**config.mk**
```make
export PLATFORM = sky130hd
export DESIGN_NAME = edge_event_arbiter_flat
export DESIGN_NICKNAME = d
export VERILOG_FILES = /design/src/rtl/edge_event_arbiter_if.sv /design/src/rtl/edge_event_arbiter.sv /design/src/flat_wrapper.sv
export SDC_FILE = /design/constraint.sdc
export NUM_CORES = 1
export LEC_CHECK = 0
export CAP_MARGIN = 30
export CORE_ASPECT_RATIO = 0.9
export CORE_MARGIN = 4
export CORE_UTILIZATION = 55
export CTS_BUF_LIST = sky130_fd_sc_hd__clkbuf_16
export DETAILED_ROUTE_END_ITERATION = 10
export DONT_BUFFER_PORTS = 1
export PLACE_DENSITY = 0.79
export SLEW_MARGIN = 10
export SYNTH_ARGS = -nofsm -noshare
export SYNTH_HDL_FRONTEND = slang
export SYNTH_SLANG_ARGS = --single-unit
```
**constraint.sdc**
```tcl
create_clock -name clk -period 4.8 [get_ports clk]
set_input_delay 1.44 -clock clk [delete_from_list [all_inputs] [get_ports clk]]
set_output_delay 1.44 -clock clk [all_outputs]
set_load 0.02 [all_outputs]
```
**src/rtl/edge_event_arbiter_if.sv**
```systemverilog
// Bundle between the edge event arbiter and its environment.
//
// Signals:
//   in           raw, asynchronous, bouncing channel inputs.
//   evt_valid    output event register holds an event.
//   evt_id       channel index of the held event.
//   evt_rise     polarity of the held event (1 = rising, 0 = falling).
//   evt_ready    consumer accepts the held event.
//   pending      per-channel event captured, not yet in the output register.
//   overflow     sticky per-channel dropped-event flag.
//   clr_overflow per-bit synchronous clear of overflow.
//   dbg_state    packed debounce FSM state, 2 bits per channel.
//   dbg_rr_ptr   round-robin pointer.
//
// Handshake: an event transfers on a rising clk edge where evt_valid and
// evt_ready are both 1. evt_valid never depends on evt_ready, and evt_id and
// evt_rise hold stable while evt_valid=1 and evt_ready=0.
//
// Modports: master = the arbiter, slave = the event consumer.
interface edge_event_arbiter_if #(
    parameter int N = 4
);
    localparam int ID_W = (N > 1) ? $clog2(N) : 1;

    logic [N-1:0]    in;
    logic            evt_valid;
    logic [ID_W-1:0] evt_id;
    logic            evt_rise;
    logic            evt_ready;
    logic [N-1:0]    pending;
    logic [N-1:0]    overflow;
    logic [N-1:0]    clr_overflow;
    logic [2*N-1:0]  dbg_state;
    logic [ID_W-1:0] dbg_rr_ptr;

    modport master (
        input  in, evt_ready, clr_overflow,
        output evt_valid, evt_id, evt_rise, pending, overflow, dbg_state, dbg_rr_ptr
    );

    modport slave (
        output in, evt_ready, clr_overflow,
        input  evt_valid, evt_id, evt_rise, pending, overflow, dbg_state, dbg_rr_ptr
    );
endinterface

```
**src/rtl/edge_event_arbiter.sv**
```systemverilog
// Edge event arbiter: synchronizes N bouncing inputs, debounces each with an
// early-detect lockout FSM, queues one rise/fall event per channel and hands
// events to a single valid/ready output register in round-robin order.
//
// Ports:
//   clk    system clock, rising edge.
//   reset  asynchronous, active-high reset.
//   bus    edge_event_arbiter_if.master (inputs, event output, status, debug).
module edge_event_arbiter #(
    parameter int N        = 4,
    parameter int DB_TICKS = 20
) (
    input  logic                clk,
    input  logic                reset,
    edge_event_arbiter_if.master bus
);
    localparam int ID_W = (N > 1) ? $clog2(N) : 1;
    localparam int CW   = $clog2(DB_TICKS);
    localparam logic [CW-1:0] CNT_LOAD = CW'(DB_TICKS - 1);

    typedef enum logic [1:0] {
        ST_LOW     = 2'd0,
        ST_LOCK_HI = 2'd1,
        ST_HIGH    = 2'd2,
        ST_LOCK_LO = 2'd3
    } db_state_t;

    logic [N-1:0]    sync1_q, sync_q;
    db_state_t       state_q [N];
    db_state_t       state_d [N];
    logic [CW-1:0]   cnt_q [N];
    logic [CW-1:0]   cnt_d [N];
    logic [N-1:0]    cap, cap_rise;

    logic [N-1:0]    pending_q, pending_d;
    logic [N-1:0]    pol_q, pol_d;
    logic [N-1:0]    overflow_q, overflow_d;
    logic [N-1:0]    grant;

    logic            valid_q, rise_q;
    logic [ID_W-1:0] id_q, rr_q, rr_d;
    logic [ID_W-1:0] winner, idx_w;
    logic            found, load;

    // Debounce FSM state register.
    always_ff @(posedge clk or posedge reset) begin
        if (reset) begin
            for (int i = 0; i < N; i++) begin
                state_q[i] <= ST_LOW;
                cnt_q[i]   <= '0;
            end
        end else begin
            for (int i = 0; i < N; i++) begin
                state_q[i] <= state_d[i];
                cnt_q[i]   <= cnt_d[i];
            end
        end
    end

    // Debounce FSM next state. An edge is reported on the first synchronized
    // sample that differs from the settled level; the lock states then ignore
    // the input for exactly DB_TICKS clocks so bounce cannot re-trigger.
    always_comb begin
        for (int i = 0; i < N; i++) begin
            state_d[i]  = state_q[i];
            cnt_d[i]    = cnt_q[i];
            cap[i]      = 1'b0;
            cap_rise[i] = 1'b0;
            case (state_q[i])
                ST_LOW: begin
                    if (sync_q[i]) begin
                        state_d[i]  = ST_LOCK_HI;
                        cnt_d[i]    = CNT_LOAD;
                        cap[i]      = 1'b1;
                        cap_rise[i] = 1'b1;
                    end
                end
                ST_HIGH: begin
                    if (!sync_q[i]) begin
                        state_d[i] = ST_LOCK_LO;
                        cnt_d[i]   = CNT_LOAD;
                        cap[i]     = 1'b1;
                    end
                end
                ST_LOCK_HI: begin
                    if (cnt_q[i] == '0) state_d[i] = ST_HIGH;
                    else                cnt_d[i]   = cnt_q[i] - 1'b1;
                end
                ST_LOCK_LO: begin
                    if (cnt_q[i] == '0) state_d[i] = ST_LOW;
                    else                cnt_d[i]   = cnt_q[i] - 1'b1;
                end
                default: state_d[i] = ST_LOW;
            endcase
        end
    end

    // Round-robin pick: first pending channel at or above rr_q, wrapping.
    always_comb begin
        winner = '0;
        found  = 1'b0;
        idx_w  = '0;
        for (int k = 0; k < N; k++) begin
            idx_w = ID_W'((int'(rr_q) + k) % N);
            if (!found && pending_q[idx_w]) begin
                winner = idx_w;
                found  = 1'b1;
            end
        end
        load = found && (!valid_q || bus.evt_ready);
        rr_d = (int'(winner) == N - 1) ? '0 : winner + ID_W'(1);
    end

    // Pending/overflow bookkeeping. A capture in the same cycle as the grant
    // of that channel refills the slot instead of overflowing it.
    always_comb begin
        pending_d  = pending_q;
        pol_d      = pol_q;
        overflow_d = overflow_q & ~bus.clr_overflow;
        for (int i = 0; i < N; i++) begin
            grant[i] = load && (winner == ID_W'(i));
            if (grant[i]) pending_d[i] = 1'b0;
            if (cap[i]) begin
                if (pending_q[i] && !grant[i]) begin
                    overflow_d[i] = 1'b1;   // set wins over a same-cycle clear
                end else begin
                    pending_d[i] = 1'b1;
                    pol_d[i]     = cap_rise[i];
                end
            end
        end
    end

    always_ff @(posedge clk or posedge reset) begin
        if (reset) begin
            sync1_q    <= '0;
            sync_q     <= '0;
            pending_q  <= '0;
            pol_q      <= '0;
            overflow_q <= '0;
            valid_q    <= 1'b0;
            id_q       <= '0;
            rise_q     <= 1'b0;
            rr_q       <= '0;
        end else begin
            sync1_q    <= bus.in;
            sync_q     <= sync1_q;
            pending_q  <= pending_d;
            pol_q      <= pol_d;
            overflow_q <= overflow_d;
            if (load) begin
                valid_q <= 1'b1;
                id_q    <= winner;
                rise_q  <= pol_q[winner];
                rr_q    <= rr_d;
            end else if (bus.evt_ready) begin
                valid_q <= 1'b0;
            end
        end
    end

    always_comb begin
        bus.dbg_state = '0;
        for (int i = 0; i < N; i++) begin
            bus.dbg_state[2*i +: 2] = state_q[i];
        end
    end

    assign bus.evt_valid  = valid_q;
    assign bus.evt_id     = id_q;
    assign bus.evt_rise   = rise_q;
    assign bus.pending    = pending_q;
    assign bus.overflow   = overflow_q;
    assign bus.dbg_rr_ptr = rr_q;
endmodule

```
**src/flat_wrapper.sv**
```systemverilog
// flat-port wrapper written by rule: the top's interface ports become plain ports
module edge_event_arbiter_flat 
#(
    parameter int N        = 4,
    parameter int DB_TICKS = 20
)
  (clk, reset, bus_in, bus_evt_ready, bus_clr_overflow, bus_evt_valid, bus_evt_id, bus_evt_rise, bus_pending, bus_overflow, bus_dbg_state, bus_dbg_rr_ptr);
  edge_event_arbiter_if #(.N(N)) bus_i ();
  input  logic clk;
  input  logic reset;
  input wire logic [$bits(bus_i.in)-1:0] bus_in;
  input wire logic [$bits(bus_i.evt_ready)-1:0] bus_evt_ready;
  input wire logic [$bits(bus_i.clr_overflow)-1:0] bus_clr_overflow;
  output wire logic [$bits(bus_i.evt_valid)-1:0] bus_evt_valid;
  output wire logic [$bits(bus_i.evt_id)-1:0] bus_evt_id;
  output wire logic [$bits(bus_i.evt_rise)-1:0] bus_evt_rise;
  output wire logic [$bits(bus_i.pending)-1:0] bus_pending;
  output wire logic [$bits(bus_i.overflow)-1:0] bus_overflow;
  output wire logic [$bits(bus_i.dbg_state)-1:0] bus_dbg_state;
  output wire logic [$bits(bus_i.dbg_rr_ptr)-1:0] bus_dbg_rr_ptr;
  assign bus_i.in = bus_in;
  assign bus_i.evt_ready = bus_evt_ready;
  assign bus_i.clr_overflow = bus_clr_overflow;
  assign bus_evt_valid = bus_i.evt_valid;
  assign bus_evt_id = bus_i.evt_id;
  assign bus_evt_rise = bus_i.evt_rise;
  assign bus_pending = bus_i.pending;
  assign bus_overflow = bus_i.overflow;
  assign bus_dbg_state = bus_i.dbg_state;
  assign bus_dbg_rr_ptr = bus_i.dbg_rr_ptr;
  edge_event_arbiter #(.N(N), .DB_TICKS(DB_TICKS)) u_core (.clk(clk), .reset(reset), .bus(bus_i));
endmodule
```
=== Yosys cells after proc, flatten, opt, wreduce, memory -nomap -nowiden ===
Index checks and enable logic that the tools add are counted.

* Flip-flop bits (word level): 54
* Bits in latches: 0
* Bits in writable memories: 0
* ROM bits: 0
* Input bits: 11
* Output and inout port bits: 22
* Logic and storage cells: 215
* Memories kept: 0

* Add/subtract/negate cells: 8
* Multipliers: 0
* Div/mod/pow operators: 0
* $lt $le $gt $ge: 5
* Equality and inequality tests: 36
* Shifts and indexed selects: 0
* Muxes and demuxes: 93
* Bitwise operators: 6
* Reduce and logical (&&, ||, !) cells: 47

{| class="wikitable"
|+ Operator list
! operator !! number
|-
| two-way mux 5 bit || 12
|-
| case mux 5 bit (3 select lines) || 4
|-
| two-way mux 1 bit || 43
|-
| two-way mux 2 bit || 21
|-
| case mux 2 bit (4 select lines) || 4
|-
| inequality test 2 x 1 -> 1 bit (second input constant) || 12
|-
| == test 2 bit (second input constant) || 10
|-
| logical NOT 5 bit || 4
|-
| subtractor 5 x 1 -> 5 bit (second input constant) || 4
|-
| inequality test 2 bit (second input constant) || 8
|-
| AND reduction 4 bit || 4
|-
| < comparator 2 x 3 -> 1 bit (second input constant) || 5
|-
| == test 2 x 1 -> 1 bit (second input constant) || 6
|-
| logical AND 1 bit || 12
|-
| AND reduction 3 bit || 4
|-
| binary-select mux 1 bit (select 2 bit) || 5
|-
| logical NOT 2 bit || 5
|-
| logical NOT 1 bit || 8
|-
| case mux 1 bit (2 select lines) || 4
|-
| AND reduction 2 bit || 4
|-
| OR reduction 2 bit || 4
|-
| adder 2 x 1 -> 2 bit (second input constant) || 2
|-
| adder 2 bit (second input constant) || 2
|-
| AND 4 bit || 1
|-
| other kinds (4) || 7
|}

=== Depth between registers and ports, before layout ===
* Word-level depth: 18
* Mapped depth: 11

=== Worst setup path after synthesis ===
Ideal clock, no wire load.

* Path kind: input-to-reg
* Start: in bus_evt_ready
* End: reg u_core.rise_q (netlist: u_core.bus.evt_rise)
* Data arrival time: 2.162 ns
* Required time: 4.675 ns
* Setup slack: 2.513 ns
* Cell stages on the path: 3
* Path through: nor2b_1 -> nor2_1 -> mux2_4

* Word-level cells in the longest chain between the ends: 2

{| class="wikitable"
|+ RTL lines
! what !! line !! source
|-
| start: declaration || flat_wrapper.sv:12 || <nowiki>input wire logic [$bits(bus_i.evt_ready)-1:0] bus_evt_ready;</nowiki>
|-
| logical OR 1 bit || edge_event_arbiter.sv:110 || <nowiki>load = found && (!valid_q || bus.evt_ready);</nowiki>
|-
| logical AND 1 bit || edge_event_arbiter.sv:110 ||
|-
| end signal: assignment || edge_event_arbiter.sv:154 || <nowiki>rise_q <= pol_q[winner];</nowiki>
|-
| end: declaration || edge_event_arbiter.sv:40 || <nowiki>logic valid_q, rise_q;</nowiki>
|}

No other way between the ends.
A chain may end at the register's enable or synchronous reset.

=== Final worst setup path ===
* Start: reg u_core.pending_q[0] (netlist: u_core.bus.pending[0])
* End: reg u_core.pol_q[0]

* Word-level cells in the longest chain between the ends: 18

{| class="wikitable"
|+ RTL lines
! what !! line !! source
|-
| start: declaration || edge_event_arbiter.sv:35 || <nowiki>logic [N-1:0] pending_q, pending_d;</nowiki>
|-
| start signal: assignment || edge_event_arbiter.sv:148 || <nowiki>pending_q <= pending_d;</nowiki>
|-
| binary-select mux 1 bit (select 2 bit) || edge_event_arbiter.sv:105 || <nowiki>if (!found && pending_q[idx_w]) begin</nowiki>
|-
| two-way mux 1 bit (not written as such) || edge_event_arbiter.sv:105 ||
|-
| two-way mux 1 bit || edge_event_arbiter.sv:105 ||
|-
| logical NOT 1 bit || edge_event_arbiter.sv:105 ||
|-
| logical AND 1 bit || edge_event_arbiter.sv:105 ||
|-
| two-way mux 1 bit || edge_event_arbiter.sv:105 ||
|-
| logical NOT 1 bit || edge_event_arbiter.sv:105 ||
|-
| logical AND 1 bit || edge_event_arbiter.sv:105 ||
|-
| [... 2 more ...] || n/a ||
|-
| logical AND 1 bit || edge_event_arbiter.sv:105 ||
|-
| two-way mux 2 bit or two-way mux 1 bit (tied branches) || edge_event_arbiter.sv:105 ||
|-
| logical NOT 2 bit or logical AND 1 bit (tied branches) || edge_event_arbiter.sv:121, edge_event_arbiter.sv:110 ||
|-
| logical AND 1 bit || edge_event_arbiter.sv:121 || <nowiki>grant[i] = load && (winner == ID_W'(i));</nowiki>
|-
| logical NOT 1 bit || edge_event_arbiter.sv:124 || <nowiki>if (pending_q[i] && !grant[i]) begin</nowiki>
|-
| logical AND 1 bit (*) || edge_event_arbiter.sv:124 ||
|-
| NOT 1 bit (no source line) (*) || n/a ||
|-
| AND reduction 2 bit (no source line) (*) || n/a ||
|-
| end signal: assignment || edge_event_arbiter.sv:149 || <nowiki>pol_q <= pol_d;</nowiki>
|-
| end: declaration || edge_event_arbiter.sv:36 || <nowiki>logic [N-1:0] pol_q, pol_d;</nowiki>
|}

Every way passes the cells marked *; elsewhere a longest branch is shown, timed or not. The select of a mux whose other input is x is not followed.

==> metrics <==
Synth area leaders dfrtp_1 (48%), ha_1 (12%), inv_1 (4.4%); critical path required time 4.98 ns; dpl hpwl approximately 3900 um; hold crit path type reg2reg; CP Max Fanout 6; Port Buffer Count 0; maximum vdd ir drop 0.000371 V; 1st-iter DRT viols 97; Worst Hold Path Cells 0; later-pin clock latency in the skew report 0.29 ns; PwrDens roughly 680 nW/um^2; final net count between 300 and 400; Main synth FF type dfrtp_1; minimum clock period roughly 2.3 ns; reg2reg end u_core.pol_q[0]; RSZ-0062 raised after global routing false; Post-Syn Area per Cell roughly 10 sq um; Leakage 1.47 nW; Clock Tree Root clkbuf_16; initial core utilization between 50% and 60%; PostCTS Resize Cnt 0; CTS Buffer Depth 2; hold endpoint u_core.sync_q[2]; worst reg2reg path depth 9; CP Capture Type register; Critical R2R Launch u_core.bus.pending[0]; Layout Cells excl Fill 349; Final Hold Fails 0; drt wl/cell between 15 and 20 um; Max Transition Viols Final 0; via count a little under 2k; Boundary Pins 33; crit path launch type register; Max stage delay on crit path 0.55 ns; Mapped Area between 2000 and 3000 sq um; setup TNS 0 ns; Fmax approximately 430 MHz; TritonCTS clock tree built; Layout Skew approximately 0.0076 ns; first-pass GRT wire length 9250 um; Hold Path Origin u_core.sync1_q[2]; actual slew at the worst max-slew pin about 0.73 ns; syn_nets between 300 and 400; Placer Congestion slightly above 0.8; GRT Util Overall between 10% and 20%; grt ovf 0; Post-synth EDFFs 0; layout cell share with drive strength beyond 1 9.15%; core area around 5000 sq um; crit path kind reg2reg; sequential area share after synthesis about 48%; sinks on the clock net 54; Die Span Y ~76 um; max-cap violations 0; # DRC 0; Clock transition at path regs ~0.070 ns; Detailed Route WL 5250 um; dpl cells approximately 340; Mapped Cells between 200 and 300; Crit path arrival time between 2 and 3 ns; Ys Warns 0; status finished, final reports clean; post-synth cell types 36; row count 24; width of the die around 84 um; initial antenna violation count 0; Slew HR roughly half; largest net degree at the start of global routing 30; number of nets with antenna violations after routing 0; Critical Path Slowest Stage Cell dfrtp_1; Area Growth Syn to Fin 8.73%; ys async rst share 100%; cell taking the most area after synthesis dfrtp_1; drt first pass iters 4; post-CTS setup buffer count 0; final setup vio count 0; register bit total from synthesis between 50 and 60; Hold WS roughly 0.34 ns; post-synth top area share a little under half; DR vias/cell ~5.7; number of global-route vias before repair 1981; Reg2Reg Setup Slack 2.48 ns; Die ar. between 6000 and 7000 sq um; TritonCTS buffer count 5; antenna cells 0; most used cell, CP nor2_1; post-route clock period utilization between 40% and 50%; CTS H-tree lvls 2; # hold bufs at CTS 0; Critical Path, Cell by Cell nor2b_1 > nor2_1 > o22ai_1 > ha_1 > inv_1 > o21ai_0 > nand2_1 > a21oi_1 > nor2_1
-- worst max path at each step --
stage / slack (ns) / cells after the start / startpoint / end
global route: 2.28 / 9 / u_core.bus.pending[0] / u_core.pol_q[1]
global placement: 2.28 / 3 / bus_evt_ready / u_core.bus.evt_rise
floorplan: 2.05 / 1 / reset / u_core.bus.dbg_rr_ptr[0]
detailed placement: 2.25 / 4 / bus_evt_ready / u_core.pol_q[3]
finish: 2.48 / 9 / u_core.bus.pending[0] / u_core.pol_q[0]
CTS: 2.50 / 0 / u_core.bus.pending[1] / bus_pending[1]
-- power breakdown --
part	internal [W]	switching [W]
sequential	0.000609	0.000262
clock	0.000241	0.000155
combinational	0.000365	0.000465
total	0.00122	0.000882
-- through the flow --
step                      setup slack, ns  util (%)  cell area [sq um]  power, W
after floorplan                      2.05         -               2840   0.00150
after global placement               2.28      59.5               2930   0.00165
after detailed placement             2.25      59.5               2930   0.00170
after CTS                            2.50      62.7               3090   0.00211
after global routing                 2.28      62.7               3090   0.00228
final                                2.48      62.7               3090   0.00210
-- critical path, delay by kind of cell, from the launching register on --
family | cells | cell delay (ns)
compound gates | 3 | 0.91
flops | 1 | 0.55
buf+inv | 1 | 0.04
simple gates | 4 | 0.47
fa+ha+maj | 1 | 0.23
-- flip-flops by register name, indices dropped and copies added (netlist names) --
signal / count
u_core.bus.dbg_rr_ptr: 2
u_core.bus.dbg_state: 8
u_core.bus.evt_id: 2
u_core.bus.evt_rise: 1
u_core.bus.evt_valid: 1
u_core.bus.overflow: 4
u_core.bus.pending: 4
u_core.cnt_q: 20
u_core.pol_q: 4
u_core.sync1_q: 4
u_core.sync_q: 4
-- area by class of cell --
type | count | area [sq um]
Fill cell | 397 | 1840
Multi-Input combinational cell | 188 | 1360
Sequential cell | 54 | 1350
Inverter | 34 | 128
Clock buffer | 5 | 125
Tap cell | 65 | 81.3
Clock inverter | 2 | 33.8
Timing Repair Buffer | 1 | 7.51
-- cell usage after synthesis (2+ instances only) --
master and count:
a21o_1 2, a21oi_1 21, a22o_1 6, dfrtp_1 54, ha_1 28, inv_1 33, mux2_2 10, mux2i_1 8
nand2_1 15, nor2_1 33, nor2b_1 4, nor3_1 6, nor4_1 4, nor4b_1 3, o21a_1 3, o21ai_0 16
o22ai_1 5, o32a_1 2, o41ai_1 3, or2_2 2, xor2_1 3
-- logic make-up after synthesis --
logic type,after synthesis,synth area share [%]
simple gates,74,12.7
compound gates,62,13.5
flops,54,47.6
buf+inv,34,4.50
fa+ha+maj,28,12.3
mux,20,8.11
xor+xnor,4,1.23
-- metal layers --
layer / vias to the layer above / wire, um / GRT usage (%)
met1: 970 / 2530 / 24.2
li1: 967 / - / -
met2: 48 / 2400 / 27.6
met5: - / 0 / 0
met3: 4 / 275 / 5.51
met4: 0 / 44 / 4.02
-- layout by cell type, fill, tap and decap left out, types with 2 or more instances in the layout --
| master | Yosys | layout |
|---|---|---|
| nand2_1 | 15 | 15 |
| dfrtp_1 | 54 | 54 |
| o41ai_1 | 3 | 3 |
| or2_2 | 2 | 2 |
| xor2_1 | 3 | 3 |
| o21ai_0 | 16 | 16 |
| nor2b_1 | 4 | 4 |
| o21a_1 | 3 | 3 |
| nor3_1 | 6 | 6 |
| mux2_2 | 10 | 10 |
| inv_2 | 1 | 2 |
| mux2i_1 | 8 | 8 |
| nor4_1 | 4 | 4 |
| a21o_1 | 2 | 2 |
| inv_1 | 33 | 32 |
| o22ai_1 | 5 | 5 |
| clkbuf_16 | 0 | 5 |
| nor2_1 | 33 | 33 |
| ha_1 | 28 | 28 |
| a21oi_1 | 21 | 21 |
| o32a_1 | 2 | 2 |
| a22o_1 | 6 | 6 |
| nor4b_1 | 3 | 3 |
Note: power is estimated with default switching activity, not from simulation.
